<file path="src/rtl/pipe_hazard_ctrl_if.sv">
// Hazard-control bundle between the pipeline datapath and pipe_hazard_ctrl.
// master: datapath side (drives hazard inputs, receives enables/status).
// slave: controller side (reads hazard inputs, drives enables/status).
interface pipe_hazard_ctrl_if #(
   parameter int CNT_W = 16
);
   logic [4:0]       ifid_rs;
   logic [4:0]       ifid_rt;
   logic             ifid_uses_rt;
   logic             idex_mem_read;
   logic [4:0]       idex_rt;
   logic             branch_taken;
   logic             exmem_mem_req;
   logic             dmem_ready;
   logic             pc_write;
   logic             ifid_write;
   logic             ifid_flush;
   logic             idex_bubble;
   logic             pipe_en;
   logic             mem_error;
   logic [CNT_W-1:0] stall_cycles;
   logic [CNT_W-1:0] flush_count;

   modport master (
      output ifid_rs, ifid_rt, ifid_uses_rt,
      output idex_mem_read, idex_rt, branch_taken,
      output exmem_mem_req, dmem_ready,
      input  pc_write, ifid_write, ifid_flush,
      input  idex_bubble, pipe_en, mem_error,
      input  stall_cycles, flush_count
   );

   modport slave (
      input  ifid_rs, ifid_rt, ifid_uses_rt,
      input  idex_mem_read, idex_rt, branch_taken,
      input  exmem_mem_req, dmem_ready,
      output pc_write, ifid_write, ifid_flush,
      output idex_bubble, pipe_en, mem_error,
      output stall_cycles, flush_count
   );
endinterface

</file>
<file path="src/rtl/pipe_hazard_ctrl.sv">
// Hazard/stall sequencer: load-use bubbles, ID branch flushes, dmem waits.
// Ports: clk, rst (sync, active-high), hz (slave side of the hazard bundle).
module pipe_hazard_ctrl #(
   parameter int CNT_W       = 16,
   parameter int MEM_TIMEOUT = 64
) (
   input  logic              clk,
   input  logic              rst,
   pipe_hazard_ctrl_if.slave hz
);

   localparam int WC_W = $clog2(MEM_TIMEOUT + 1);
   localparam logic [WC_W-1:0] WC_MAX = WC_W'(MEM_TIMEOUT);

   typedef enum logic [1:0] {
      RUN,
      MEM_WAIT,
      ERROR
   } state_t;

   state_t           state;
   logic [WC_W-1:0]  wcnt;
   logic             err;
   logic [CNT_W-1:0] stall_cnt;
   logic [CNT_W-1:0] flush_cnt;

   logic lu;
   logic ms;
   logic hold;
   logic pc_w;
   logic ifid_w;
   logic flush;
   logic bubble;
   logic en;

   always_comb begin
      lu = hz.idex_mem_read & (hz.idex_rt != 5'd0) &
           ((hz.idex_rt == hz.ifid_rs) |
            (hz.ifid_uses_rt & (hz.idex_rt == hz.ifid_rt)));
      case (state)
         RUN:      ms = hz.exmem_mem_req & ~hz.dmem_ready;
         MEM_WAIT: ms = ~hz.dmem_ready;
         default:  ms = 1'b0;
      endcase
      // Reset, error and memory wait all freeze every stage.
      hold = rst | (state == ERROR) | ms;
   end

   always_comb begin
      pc_w   = 1'b0;
      ifid_w = 1'b0;
      flush  = 1'b0;
      bubble = 1'b0;
      en     = 1'b0;
      priority case (1'b1)
         hold: ;
         // A branch seen during a bubble is dropped; ID re-resolves it.
         lu: begin
            bubble = 1'b1;
            en     = 1'b1;
         end
         default: begin
            pc_w   = 1'b1;
            ifid_w = 1'b1;
            en     = 1'b1;
            flush  = hz.branch_taken;
         end
      endcase
   end

   always_ff @(posedge clk) begin
      if (rst) begin
         state     <= RUN;
         wcnt      <= '0;
         err       <= 1'b0;
         stall_cnt <= '0;
         flush_cnt <= '0;
      end else begin
         if (!pc_w && !(&stall_cnt))
            stall_cnt <= stall_cnt + 1'b1;
         if (flush && !(&flush_cnt))
            flush_cnt <= flush_cnt + 1'b1;
         case (state)
            RUN: begin
               if (ms) begin
                  state <= MEM_WAIT;
                  wcnt  <= WC_W'(1);
               end
            end
            MEM_WAIT: begin
               if (hz.dmem_ready) begin
                  state <= RUN;
                  wcnt  <= '0;
               end else if (wcnt == WC_MAX) begin
                  state <= ERROR;
                  err   <= 1'b1;
               end else begin
                  wcnt <= wcnt + 1'b1;
               end
            end
            default: ;
         endcase
      end
   end

   assign hz.pc_write     = pc_w;
   assign hz.ifid_write   = ifid_w;
   assign hz.ifid_flush   = flush;
   assign hz.idex_bubble  = bubble;
   assign hz.pipe_en      = en;
   assign hz.mem_error    = err;
   assign hz.stall_cycles = stall_cnt;
   assign hz.flush_count  = flush_cnt;

endmodule

</file>
<file path="src/flat_wrapper.sv">
// flat-port wrapper written by rule: the top's interface ports become plain ports
module pipe_hazard_ctrl_flat 
#(
   parameter int CNT_W       = 16,
   parameter int MEM_TIMEOUT = 64
)
  (clk, rst, hz_ifid_rs, hz_ifid_rt, hz_ifid_uses_rt, hz_idex_mem_read, hz_idex_rt, hz_branch_taken, hz_exmem_mem_req, hz_dmem_ready, hz_pc_write, hz_ifid_write, hz_ifid_flush, hz_idex_bubble, hz_pipe_en, hz_mem_error, hz_stall_cycles, hz_flush_count);
  pipe_hazard_ctrl_if #(.CNT_W(CNT_W)) hz_i ();
  input  logic clk;
  input  logic rst;
  input wire logic [$bits(hz_i.ifid_rs)-1:0] hz_ifid_rs;
  input wire logic [$bits(hz_i.ifid_rt)-1:0] hz_ifid_rt;
  input wire logic [$bits(hz_i.ifid_uses_rt)-1:0] hz_ifid_uses_rt;
  input wire logic [$bits(hz_i.idex_mem_read)-1:0] hz_idex_mem_read;
  input wire logic [$bits(hz_i.idex_rt)-1:0] hz_idex_rt;
  input wire logic [$bits(hz_i.branch_taken)-1:0] hz_branch_taken;
  input wire logic [$bits(hz_i.exmem_mem_req)-1:0] hz_exmem_mem_req;
  input wire logic [$bits(hz_i.dmem_ready)-1:0] hz_dmem_ready;
  output wire logic [$bits(hz_i.pc_write)-1:0] hz_pc_write;
  output wire logic [$bits(hz_i.ifid_write)-1:0] hz_ifid_write;
  output wire logic [$bits(hz_i.ifid_flush)-1:0] hz_ifid_flush;
  output wire logic [$bits(hz_i.idex_bubble)-1:0] hz_idex_bubble;
  output wire logic [$bits(hz_i.pipe_en)-1:0] hz_pipe_en;
  output wire logic [$bits(hz_i.mem_error)-1:0] hz_mem_error;
  output wire logic [$bits(hz_i.stall_cycles)-1:0] hz_stall_cycles;
  output wire logic [$bits(hz_i.flush_count)-1:0] hz_flush_count;
  assign hz_i.ifid_rs = hz_ifid_rs;
  assign hz_i.ifid_rt = hz_ifid_rt;
  assign hz_i.ifid_uses_rt = hz_ifid_uses_rt;
  assign hz_i.idex_mem_read = hz_idex_mem_read;
  assign hz_i.idex_rt = hz_idex_rt;
  assign hz_i.branch_taken = hz_branch_taken;
  assign hz_i.exmem_mem_req = hz_exmem_mem_req;
  assign hz_i.dmem_ready = hz_dmem_ready;
  assign hz_pc_write = hz_i.pc_write;
  assign hz_ifid_write = hz_i.ifid_write;
  assign hz_ifid_flush = hz_i.ifid_flush;
  assign hz_idex_bubble = hz_i.idex_bubble;
  assign hz_pipe_en = hz_i.pipe_en;
  assign hz_mem_error = hz_i.mem_error;
  assign hz_stall_cycles = hz_i.stall_cycles;
  assign hz_flush_count = hz_i.flush_count;
  pipe_hazard_ctrl #(.CNT_W(CNT_W), .MEM_TIMEOUT(MEM_TIMEOUT)) u_core (.clk(clk), .rst(rst), .hz(hz_i));
endmodule
</file>
<file path="config.mk">
export PLATFORM = sky130hd
export DESIGN_NAME = pipe_hazard_ctrl_flat
export DESIGN_NICKNAME = d
export VERILOG_FILES = /design/src/rtl/pipe_hazard_ctrl_if.sv /design/src/rtl/pipe_hazard_ctrl.sv /design/src/flat_wrapper.sv
export SDC_FILE = /design/constraint.sdc
export NUM_CORES = 1
export LEC_CHECK = 0
export ABC_AREA = 0
export CAP_MARGIN = 10
export CELL_PAD_IN_SITES_DETAIL_PLACEMENT = 2
export CELL_PAD_IN_SITES_GLOBAL_PLACEMENT = 2
export CORE_ASPECT_RATIO = 1.4
export CORE_MARGIN = 4
export CORE_UTILIZATION = 31
export DETAILED_ROUTE_END_ITERATION = 7
export PLACE_DENSITY_LB_ADDON = 0.2
export SLEW_MARGIN = 5
export SYNTH_ARGS = -nofsm -noshare
export SYNTH_HDL_FRONTEND = slang
export SYNTH_SLANG_ARGS = --single-unit
</file>
<file path="constraint.sdc">
create_clock -name clk -period 4.3 [get_ports clk]
set_input_delay 0.86 -clock clk [delete_from_list [all_inputs] [get_ports clk]]
set_output_delay 0.86 -clock clk [all_outputs]
set_load 0.01 [all_outputs]
</file>
# [Word-level counts from Yosys, hierarchy flattened]
# Cells that the tools add are included.
[totals] reg_bits=42 in_bits=22 output_inout_bits=38 wordCells=53
[classes] add_sub_neg=3 n_eq_ne=8 muxes=16 bitwise_logic=8 reduce_logical=13
[ops] op="$add A16 B1 Y16 const B" n=2
[ops] op="$reduce_and A16 Y1" n=2
[ops] op="$mux W7" n=3
[ops] op="$pmux W7 S2" n=1
[ops] op="$eq A5 B5 Y1" n=2
[ops] op="$reduce_and A3 Y1" n=3
[ops] op="$add A7 B1 Y7 const B" n=1
[ops] op="$eq A7 B7 Y1 const B" n=1
[ops] op="$mux W1" n=7
[ops] op="$mux W2" n=3
[ops] op="$reduce_bool A5 Y1" n=1
[ops] op="$and A1 B1 Y1" n=4
[ops] op="$pmux W2 S2" n=1
[ops] op="$logic_not A1 Y1" n=3
[ops] op="$ne A3 B2 Y1 const B" n=1
[ops] op="$ne A3 B3 Y1 const B" n=1
[ops] op="$or A1 B1 Y1" n=3
[ops] op="$eq A2 B1 Y1 const B" n=1
[ops] op="$eq A2 B2 Y1 const B" n=1
[ops] op="$logic_and A1 B1 Y1" n=2
[ops] op="$logic_not A2 Y1" n=1
[ops] op="$ne A2 B1 Y1 const B" n=1
[ops] op="$pmux W1 S2" n=1
[ops] op="$reduce_bool A2 Y1" n=1
[ops] op="$not A1 Y1" n=1

# [Depth between registers and ports, before layout]
# Gate-level depths: netlist of run 1.
[depth] depth_word=8 mapped_depth=10 ltp_nobuf=8

# [Least setup slack after synthesis of run 1]
# Ideal clock, no wire load.
[synth_timing] path_kind="input-to-output" from="in hz_idex_rt[3]" to="out hz_pc_write" arrival_time_ns=2.177 t_required_ns=3.440 setup_slack_ns=1.263 path_stages=8 n_path_buf=3 cell_sequence="xor2_1 nor4_2 a32oi_2 o21ai_2 inv_2 buf_6 buf_6 buf_4"
[synth_via] elab_chain_len=6 word_cells_on_any_way=9 classes_between="eq/ne (2); mux (2); bitwise (4); reduce/logical (1)"
[synth_rtl] element="start: declaration" line_no="flat_wrapper.sv:15" rtl="input wire logic [$bits(hz_i.idex_rt)-1:0] hz_idex_rt;"
[synth_rtl] element="$eq A5 B5 Y1" line_no="pipe_hazard_ctrl.sv:39" rtl="(hz.ifid_uses_rt & (hz.idex_rt == hz.ifid_rt)));"
[synth_rtl] element="$and A1 B1 Y1" line_no="pipe_hazard_ctrl.sv:39"
[synth_rtl] element="$or A1 B1 Y1" line_no="pipe_hazard_ctrl.sv:38" rtl="((hz.idex_rt == hz.ifid_rs) |"
[synth_rtl] element="$and A1 B1 Y1 *" line_no="pipe_hazard_ctrl.sv:37" rtl="lu = hz.idex_mem_read & (hz.idex_rt != 5'd0) &"
[synth_rtl] element="$mux W1 * (2 in series)"
[synth_rtl] element="end: declaration" line_no="flat_wrapper.sv:19" rtl="output wire logic [$bits(hz_i.pc_write)-1:0] hz_pc_write;"
# Mark *: on every way between the ends. The rest lies on a longest branch, timed or not.

# [Worst setup path after layout of run 1]
[layout_timing] from="in hz_idex_rt[0]" to="out hz_ifid_flush"
[layout_via] elab_chain_len=6 word_cells_on_any_way=9 classes_between="eq/ne (2); mux (2); bitwise (4); reduce/logical (1)"
[layout_rtl] element="$eq A5 B5 Y1" line_no="pipe_hazard_ctrl.sv:39"
[layout_rtl] element="$and A1 B1 Y1" line_no="pipe_hazard_ctrl.sv:39"
[layout_rtl] element="$or A1 B1 Y1" line_no="pipe_hazard_ctrl.sv:38"
[layout_rtl] element="$and A1 B1 Y1 *" line_no="pipe_hazard_ctrl.sv:37"
[layout_rtl] element="$mux W1 * (2 in series)" line_no="pipe_hazard_ctrl.sv:55" rtl="priority case (1'b1)"
[layout_rtl] element="end: declaration" line_no="flat_wrapper.sv:21" rtl="output wire logic [$bits(hz_i.ifid_flush)-1:0] hz_ifid_flush;"
# Marks and branches as above.

==> implementation parameters, run 1 <==
Parameter                              Value

Logic synthesis
  Top-count cell post-synth    sky130_fd_sc_hd__dfxtp_1
  Post-synthesis async set-or-reset flop share    0%
  Synth top area share    35.2%
  Count of mapped cells out of synthesis    274
  Number of warnings reported in the yosys synthesis log    0
  Primary FF master, synth    sky130_fd_sc_hd__dfxtp_1
  Post-synthesis cell type with the largest combined area    sky130_fd_sc_hd__dfxtp_1
  Post-Syn Nets    300
  FF+latch count, synth    42
  EDFF count, synth    0
  Sequential share of the synthesized area    35.2%
  Xor-xnor portion of the synthesized cell area    5.50%
  Dominant combinational cell family by area after synthesis    simple AND/OR/NAND/NOR gates
  Area of the mapped netlist    0.00239 mm2
  Share of synthesized area spent on multiplexers    2.83%
  Post-synthesis cell type count    52
  Top cells by instance count after synthesis    sky130_fd_sc_hd__dfxtp_1, sky130_fd_sc_hd__a21oi_1, sky130_fd_sc_hd__nor2_1
  Post-synthesis adder-cell area fraction    2.10%
  Synth Area in Compound Gates    20.9%
  Syn_area_per_cell    8.71 um2
  Largest cells by area after synthesis    sky130_fd_sc_hd__dfxtp_1, sky130_fd_sc_hd__a21oi_1, sky130_fd_sc_hd__xor2_1, sky130_fd_sc_hd__o31ai_1, sky130_fd_sc_hd__or4_1
  Post-synthesis simple-gate area fraction    28.2%

Clock tree
  Cts bufs inserted    5
  Insertion delay of the later-clocked pin in the worst-skew pair    0.30 ns
  Clock tree buffer depth    2
  Clock transition time at the flip-flop clock pins of the worst setup and hold paths    0.09 ns
  CTS tree    built
  Clk root buf    sky130_fd_sc_hd__clkbuf_8
  Number of buffers inserted to repair setup after CTS    0
  # resized after CTS    0
  CTS H-tree depth    2
  Hold buffer count at cts    0
  Clock sink count    42

Critical path
  Maximum net fanout on the critical path    3
  Capturing element type of the critical path    output port
  Cell depth of the worst flop-to-flop path    5
  Data arrival time of the critical path    2.91 ns
  Beginning of the worst register-to-register path    u_core.hz.flush_count[8]
  Critical Path RT    3.44 ns
  Crit Reg-Reg Endpoint    u_core.hz.flush_count[5]
  Slack of the worst reg-to-reg path    1.95 ns
  Critical Path Source    hz_idex_rt[0]
  Critical path start-end classification    input pin to output port
  Startpoint Class    input pin
  Critical Path Sink    hz_ifid_flush

Timing
  Final sum of negative setup slack    0 ns
  Crit share post-route    87.6%
  Number of failing setup endpoints in the final timing report    0
  Worst relative slew slack    40.2%
  Unrepaired setup endpoints after global routing    false
  Worst slew pin tran    0.891 ns
  Minimum period implied by the final worst setup slack    3.77 ns
  Count of pins over their slew limit    0
  Final worst hold slack    0.483 ns
  Maximum clock frequency    265 MHz
  Final number of hold-violating endpoints    0
  Clock Skew    0.00440 ns

Place
  Weighted congestion at the end of routability-driven global placement    0.744
  Port Buffer Count    59
  Final HPWL DP    5750 um

Global routing
  Number of antenna violations at the first check in global routing    0
  Final global-route overflow total    0
  Via count of the first global-routing pass    2545
  Wire length of the first global-routing pass    12800 um
  Total track usage    17.5%
  Maximum number of pins on one net before global-route repair    40

Route
  Number of nets with antenna violations after routing    0
  Vias post-DR    2368
  Total detailed-routing wirelength    7680 um
  DRC viols    0
  Vias per cell    5.51
  Iteration count of the initial detailed-routing pass    4
  Detailed router's first-iteration violation count    60
  Routed wire length per instance    17.9 um

Cells and area
  Layout fillers    849
  Total inserted antenna cells    0
  Area growth from synthesis to layout    32.7%
  Fraction of final layout cells sized beyond drive strength 1    9.31%
  Nets    358

Floorplan
  Area of the die    0.00919 mm2
  Vert. Die Dim    112 um
  Number of top-level pins    60
  Starting density of the core    32.2%
  Row cnt    37
  Core ar.    0.00741 mm2
  Die W    82.2 um

Run status
  Result of the run    finished clean

Power
  Lkg Pwr    0.00103 uW
  Worst vdd ir    0.000113 V
  PwrDens    261 mW/mm2

Flow run
  Number of max-cap violations    0

Hold path
  Path class of the lowest-slack min-delay path    flop to flop
-- placed cells by master (no fill, tap or decap), types with 6 or more instances in the layout --
cell                              instances
sky130_fd_sc_hd__nand2_1                 14
sky130_fd_sc_hd__nor3_1                   6
sky130_fd_sc_hd__a21oi_1                 25
sky130_fd_sc_hd__dfxtp_1                 42
sky130_fd_sc_hd__or4_1                   11
sky130_fd_sc_hd__clkdlybuf4s50_1         59
sky130_fd_sc_hd__inv_1                   11
sky130_fd_sc_hd__nor2_1                  21
sky130_fd_sc_hd__o31ai_1                 11
sky130_fd_sc_hd__and3_1                   6
sky130_fd_sc_hd__o21ai_0                 12
sky130_fd_sc_hd__nand4_1                  8
sky130_fd_sc_hd__nand3_1                 13
sky130_fd_sc_hd__nor2b_1                  6
sky130_fd_sc_hd__xor2_1                  14
sky130_fd_sc_hd__or3_1                    7
-- layer usage --
| layer | part of all wire [%] | vias up | wire (um) | global-route usage [%] |
|---|---|---|---|---|
| met2 | 57 | 32 | 4400 | 32.5 |
| met4 | 1.0 | 0 | 77 | 4.21 |
| met5 | 0 | - | 0 | 0 |
| li1 | - | 1142 | - | - |
| met3 | 3.0 | 9 | 227 | 3.56 |
| met1 | 39 | 1185 | 2970 | 19.7 |
-- critical path, cell delays in order --
cell and delay (ns):
sky130_fd_sc_hd__clkdlybuf4s50_1 0.48, sky130_fd_sc_hd__or4_4 0.58, sky130_fd_sc_hd__o21ai_4 0.21, sky130_fd_sc_hd__o211ai_2 0.17, sky130_fd_sc_hd__inv_1 0.08, sky130_fd_sc_hd__clkdlybuf4s50_1 0.53
-- power breakdown --
part           internal [uW]  total (uW)  leakage (uW)  switching (uW)
sequential               393         401      0.000339            7.92
combinational           46.5         100      0.000635            53.4
clock                    174         324     0.0000514             151
-- kinds of logic after synthesis --
kind of cell               after synthesis
buffers and inverters                   25
and+or+nand+nor                        110
adders and majority gates                4
muxes                                    6
AOI/OAI and AO/OA                       72
DFF                                     42
xor gates and xnor gates                15
-- layout make-up --
type | instances | area [um2] | area share [%]
Clock buffer | 6 | 72.6 | 2.29
Clock inverter | 2 | 37.5 | 1.19
Inverter | 12 | 45.0 | 1.42
Multi-Input combinational cell | 207 | 1420 | 44.9
Sequential cell | 42 | 841 | 26.6
Tap cell | 97 | 121 | 3.83
Timing Repair Buffer | 64 | 628 | 19.8
-- registers in the layout, summed over array words and instances, names as in the netlist --
register,flops
u_core.hz.stall_cycles,16
u_core.hz.flush_count,16
u_core.state,2
u_core.hz.mem_error,1
u_core.wcnt,7
-- how the worst min path moves through the flow --
stage / startpoint / to / slack (ns) / depth (start not counted)
2_1_floorplan: u_core.wcnt[6] / u_core.wcnt[6] / 0.48 / 2
3_3_place_gp: u_core.hz.mem_error / u_core.hz.mem_error / 0.46 / 2
3_5_place_dp: u_core.hz.mem_error / u_core.hz.mem_error / 0.47 / 2
4_1_cts: u_core.hz.mem_error / u_core.hz.mem_error / 0.49 / 2
5_1_grt: u_core.hz.mem_error / u_core.hz.mem_error / 0.52 / 2
6_report: u_core.hz.mem_error / u_core.hz.mem_error / 0.48 / 2
-- through the flow --
step | cell area, um2 | setup slack, ns | instances | utilization (%) | power [uW]
floorplan | 2390 | 1.26 | 274 | - | 461
global placement | 3060 | 0.571 | 422 | 41.3 | 509
detailed placement | 3060 | 0.527 | 422 | 41.3 | 512
CTS | 3170 | 0.501 | 430 | 42.8 | 837
global route | 3170 | 0.437 | 430 | 42.8 | 868
finish | 3170 | 0.532 | 430 | 42.8 | 825
No activity file was read; power rests on OpenSTA's default activity.
==> run 2, diff against run 1 <==
==> constraint.sdc (replaced) <==
create_clock -name clk -period 4.8 [get_ports clk]
set_input_delay 0.96 -clock clk [delete_from_list [all_inputs] [get_ports clk]]
set_output_delay 0.96 -clock clk [all_outputs]
set_load 0.01 [all_outputs]
==> implementation parameters, run 2 (synthesis results as in run 1) <==
Parameter                              Value

Floorplan
  Vert. Die Dim    112 um
  Number of top-level pins    60
  Row cnt    37
  Area of the die    0.00919 mm2
  Die W    82.2 um
  Starting density of the core    32.2%
  Core ar.    0.00741 mm2

Route
  Vias post-DR    2355
  Total detailed-routing wirelength    7300 um
  Detailed router's first-iteration violation count    47
  Iteration count of the initial detailed-routing pass    2
  DRC viols    0
  Number of nets with antenna violations after routing    0
  Vias per cell    5.49
  Routed wire length per instance    17.0 um

Timing
  Unrepaired setup endpoints after global routing    false
  Count of pins over their slew limit    0
  Worst path setup slack after routing    0.555 ns
  Final worst hold slack    0.499 ns
  Crit share post-route    88.4%
  Clock Skew    0.0161 ns
  Worst relative slew slack    49.3%
  Minimum period implied by the final worst setup slack    4.25 ns
  Final sum of negative setup slack    0 ns
  Maximum clock frequency    236 MHz
  Worst slew pin tran    0.754 ns
  Number of failing setup endpoints in the final timing report    0
  Final number of hold-violating endpoints    0

Clock tree
  Cts bufs inserted    5
  CTS H-tree depth    2
  CTS tree    built
  Hold buffer count at cts    0
  Number of buffers inserted to repair setup after CTS    0
  # resized after CTS    0
  Clock tree buffer depth    2
  Clk root buf    sky130_fd_sc_hd__clkbuf_8
  Clock transition time at the flip-flop clock pins of the worst setup and hold paths    0.09 ns
  Insertion delay of the later-clocked pin in the worst-skew pair    0.31 ns
  Clock sink count    42

Cells and area
  Most frequent standard cell in the layout excluding fill and tap cells    sky130_fd_sc_hd__clkdlybuf4s50_1
  Area growth from synthesis to layout    31.5%
  Layout fillers    868
  Top library cells by usage in the layout, fill and taps aside    sky130_fd_sc_hd__clkdlybuf4s50_1, sky130_fd_sc_hd__dfxtp_1, sky130_fd_sc_hd__a21oi_1, sky130_fd_sc_hd__nor2_1
  Area taken by multi-input logic gates    0.00142 mm2
  Final instance area    0.00314 mm2
  Nets    357
  Fraction of final layout cells sized beyond drive strength 1    9.34%
  Total inserted antenna cells    0
  Fin cells    429
  Combined flip-flop and latch cell area    841 um2

Critical path
  Data arrival time of the critical path    3.29 ns
  Slack of the worst reg-to-reg path    2.59 ns
  Critical Path RT    3.84 ns
  Beginning of the worst register-to-register path    u_core.hz.flush_count[8]
  Capturing element type of the critical path    output port
  Critical path start-end classification    input pin to output port
  Cell depth of the worst flop-to-flop path    5
  Startpoint Class    input pin
  Crit Reg-Reg Endpoint    u_core.hz.flush_count[5]
  Maximum net fanout on the critical path    27

Hold path
  Path class of the lowest-slack min-delay path    flop to flop
  Min-Delay Endpoint    u_core.hz.flush_count[11]
  Hold_sp    u_core.hz.flush_count[11]
  Hold Crit Depth    2

Place
  Port Buffer Count    59
  Area of placed instances    0.00305 mm2
  Setup slack at placement    0.531 ns
  Weighted congestion at the end of routability-driven global placement    0.720
  Final HPWL DP    5490 um
  Total instance count after detailed placement    421

Global routing
  Total track usage    16.7%
  Via count of the first global-routing pass    2528
  Number of antenna violations at the first check in global routing    0
  Maximum number of pins on one net before global-route repair    40
  Final global-route overflow total    0
  Wire length of the first global-routing pass    12300 um

Power
  PwrDens    218 mW/mm2
  Lkg Pwr    0.00101 uW
  Worst vdd ir    0.000111 V

Run status
  Result of the run    finished clean

Flow run
  Number of max-cap violations    0
[run 2: cell types whose count changed in the layout (fill, tap and decap cells not counted), sizes merged]
| cell | previous run | this run |
|---|---|---|
| clkinv | 0 | 2 |
| buf | 5 | 4 |
| bufinv | 1 | 0 |
| clkbuf | 6 | 5 |
[run 2: through the flow]
| stage | utilization [%] | total power [uW] |
|---|---|---|
| 6_report | 42.4 | 684 |
| 5_1_grt | 42.4 | 716 |
| 4_1_cts | 42.4 | 694 |
| 3_5_place_dp | 41.2 | 456 |
| 3_3_place_gp | 41.2 | 454 |
| 2_1_floorplan | - | 413 |
[run 2: report_power, final]
group	internal, uW	leakage (uW)	switching [uW]	total [uW]
logic	40.6	0.000630	45.7	86.3
registers	352	0.000339	7.28	360
clock network	102	0.0000441	136	238
[run 2: layout make-up]
| cell class | count | area share [%] |
|---|---|---|
| inverter | 12 | 1.43 |
| clock inverter | 3 | 0.678 |
| sequential | 42 | 26.8 |
| timing repair buffer | 63 | 19.8 |
| clock buffer | 5 | 2.19 |
| multi-input combinational | 207 | 45.3 |
| tap | 97 | 3.87 |
[run 2: how the worst max path moves through the flow]
stage                              from            end  cells past startpoint
after CTS                 hz_idex_rt[0]  hz_ifid_write                      6
after detailed placement  hz_idex_rt[0]  hz_ifid_write                      6
final                     hz_idex_rt[0]  hz_ifid_write                      6
after global routing      hz_idex_rt[0]    hz_pc_write                      6
after floorplan           hz_idex_rt[3]    hz_pc_write                      8
after global placement    hz_idex_rt[0]  hz_ifid_write                      6
[run 2: worst max-delay path: stages]
cell and delay [ns]:
sky130_fd_sc_hd__clkdlybuf4s50_1 0.47, sky130_fd_sc_hd__or4_4 0.57, sky130_fd_sc_hd__o21ai_4 0.17, sky130_fd_sc_hd__o21ai_2 0.10
sky130_fd_sc_hd__inv_2 0.37, sky130_fd_sc_hd__clkdlybuf4s50_1 0.63
[run 2: per-layer routing]
metal | global-route usage [%] | part of all wire, %
met4 | 3.66 | 0.97
met5 | 0 | 0
met1 | 19.1 | 41
met2 | 31.1 | 56
met3 | 2.75 | 2.3
==> run 3, diff against run 2 <==
--- a/config.mk
+++ b/config.mk
@@ -11,7 +11,8 @@
 export CELL_PAD_IN_SITES_GLOBAL_PLACEMENT = 2
 export CORE_ASPECT_RATIO = 1.4
 export CORE_MARGIN = 4
-export CORE_UTILIZATION = 31
+export CORE_UTILIZATION = 32
+export CTS_BUF_LIST = sky130_fd_sc_hd__clkbuf_8
 export DETAILED_ROUTE_END_ITERATION = 7
 export PLACE_DENSITY_LB_ADDON = 0.2
 export SLEW_MARGIN = 5
==> implementation parameters, run 3 (synthesis results as in run 1) <==
Parameter                              Value

Run status
  Result of the run    finished clean

Floorplan
  Area of the die    0.00893 mm2
  Die W    81 um
  Vert. Die Dim    110 um
  Starting density of the core    32.6%
  Number of top-level pins    60
  Row cnt    37
  Core ar.    0.00731 mm2

Route
  Routed wire length per instance    17.5 um
  Detailed router's first-iteration violation count    46
  Met1 WL    3090 um
  Met3 WL post-DR    123 um
  Total detailed-routing wirelength    7490 um
  Vias post-DR    2360
  Highest routed layer    met4
  Routed wire length on met2    4210 um
  Number of nets with antenna violations after routing    0
  Iteration count of the initial detailed-routing pass    3
  Vias per cell    5.50
  DRC viols    0

Critical path
  Worst path cell trace    clkdlybuf4s50_1 > or4_4 > o21ai_4 > o21ai_2 > inv_2 > clkdlybuf4s50_1
  Slowest stage cell, crit path    sky130_fd_sc_hd__clkdlybuf4s50_1
  Maximum net fanout on the critical path    27
  Critical path start-end classification    input pin to output port
  Cell depth of the worst flop-to-flop path    7
  Most Frequent Cell on Critical Path    sky130_fd_sc_hd__clkdlybuf4s50_1
  Critical Path Source    hz_idex_rt[0]
  Crit path largest cell delay    0.64 ns
  Data arrival time of the critical path    3.33 ns
  Startpoint Class    input pin
  Number of stages on the worst setup path    6
  Buf/Inv on CP    3
  Critical Path Sink    hz_ifid_write
  Beginning of the worst register-to-register path    u_core.hz.stall_cycles[1]
  Crit Reg-Reg Endpoint    u_core.hz.stall_cycles[6]
  Slack of the worst reg-to-reg path    2.14 ns
  Critical Path RT    3.84 ns
  Critical path's top delay family    buffers and inverters
  Capturing element type of the critical path    output port

Clock tree
  Number of buffers inserted to repair setup after CTS    0
  CTS H-tree depth    2
  Cts bufs inserted    5
  Hold buffer count at cts    0
  Clock tree buffer depth    2
  Clock transition time at the flip-flop clock pins of the worst setup and hold paths    0.08 ns
  Clk root buf    sky130_fd_sc_hd__clkbuf_8
  # resized after CTS    0
  Insertion delay of the later-clocked pin in the worst-skew pair    0.29 ns
  Clock sink count    42
  CTS tree    built

Global routing
  Maximum number of pins on one net before global-route repair    40
  Via count of the first global-routing pass    2587
  Total track usage    17.9%
  Wire length of the first global-routing pass    12500 um
  Number of antenna violations at the first check in global routing    0
  Final global-route overflow total    0

Timing
  Count of pins over their slew limit    0
  Minimum period implied by the final worst setup slack    4.29 ns
  Crit share post-route    89.3%
  Number of failing setup endpoints in the final timing report    0
  Worst relative slew slack    40.9%
  Worst slew pin tran    0.880 ns
  Final number of hold-violating endpoints    0
  Final sum of negative setup slack    0 ns
  Maximum clock frequency    233 MHz
  Unrepaired setup endpoints after global routing    false
  Clock Skew    0.00626 ns

Cells and area
  Area growth from synthesis to layout    31.7%
  Top library cells by usage in the layout, fill and taps aside    sky130_fd_sc_hd__clkdlybuf4s50_1, sky130_fd_sc_hd__dfxtp_1, sky130_fd_sc_hd__a21oi_1, sky130_fd_sc_hd__nor2_1
  Fin cells    429
  Layout fillers    874
  Fraction of final layout cells sized beyond drive strength 1    9.34%
  Most frequent standard cell in the layout excluding fill and tap cells    sky130_fd_sc_hd__clkdlybuf4s50_1
  Total inserted antenna cells    0
  Share of the core filled with cells in the final layout    43.0%
  Nets    357

Flow run
  Number of max-cap violations    0

Place
  Total instance count after detailed placement    421
  Final HPWL DP    5650 um
  Port Buffer Count    59
  Weighted congestion at the end of routability-driven global placement    0.701

Hold path
  Path class of the lowest-slack min-delay path    flop to flop

Power
  Lkg Pwr    0.00102 uW
  PwrDens    221 mW/mm2
  Worst vdd ir    0.000123 V
  PnR Total Power    696 uW
[run 3: cell types whose count changed in the layout (fill, tap and decap cells not counted), sizes merged]
cell,before,now
clkbuf,5,6
clkinv,2,1
[run 3: cell type report]
cell class	instances	area, um2	share of cell area (%)
multi-input combinational	207	1420	45.2
sequential	42	841	26.7
tap	97	121	3.86
timing repair buffer	63	621	19.7
clock inverter	2	12.5	0.398
inverter	12	45.0	1.43
clock buffer	6	82.6	2.63
[run 3: worst min-delay path by stage]
stage                        startpoint                  end  slack [ns]  cells after the start
CTS                 u_core.hz.mem_error  u_core.hz.mem_error        0.50                      2
global route        u_core.hz.mem_error  u_core.hz.mem_error        0.54                      2
finish              u_core.hz.mem_error  u_core.hz.mem_error        0.49                      2
floorplan                u_core.wcnt[6]       u_core.wcnt[6]        0.48                      2
global placement    u_core.hz.mem_error  u_core.hz.mem_error        0.47                      2
detailed placement  u_core.hz.mem_error  u_core.hz.mem_error        0.48                      2
[run 3: stage by stage]
step | area (um2) | setup slack (ns) | hold WS, ns
finish | 3140 | 0.512 | 0.491
global route | 3140 | 0.412 | 0.540
CTS | 3140 | 0.503 | 0.502
detailed placement | 3050 | 0.516 | 0.481
global placement | 3050 | 0.544 | 0.468
floorplan | 2390 | 1.56 | 0.479
[run 3: tightest hold or removal path, stage by stage (launching register included)]
cell and delay [ns]:
sky130_fd_sc_hd__dfxtp_1 0.34, sky130_fd_sc_hd__a31oi_1 0.05, sky130_fd_sc_hd__nor2_1 0.07
[run 3: report_power, final]
| group | total [uW] | internal, uW | switching, uW |
|---|---|---|---|
| combinational | 87.8 | 40.8 | 47.0 |
| clock | 249 | 116 | 133 |
| sequential | 360 | 352 | 7.31 |
[run 3: routing by layer]
metal / track usage, % / vias to the layer above
li1: - / 1150
met1: 20.0 / 1175
met2: 35.0 / 29
met3: 2.68 / 6
met4: 3.99 / 0
met5: 0 / -
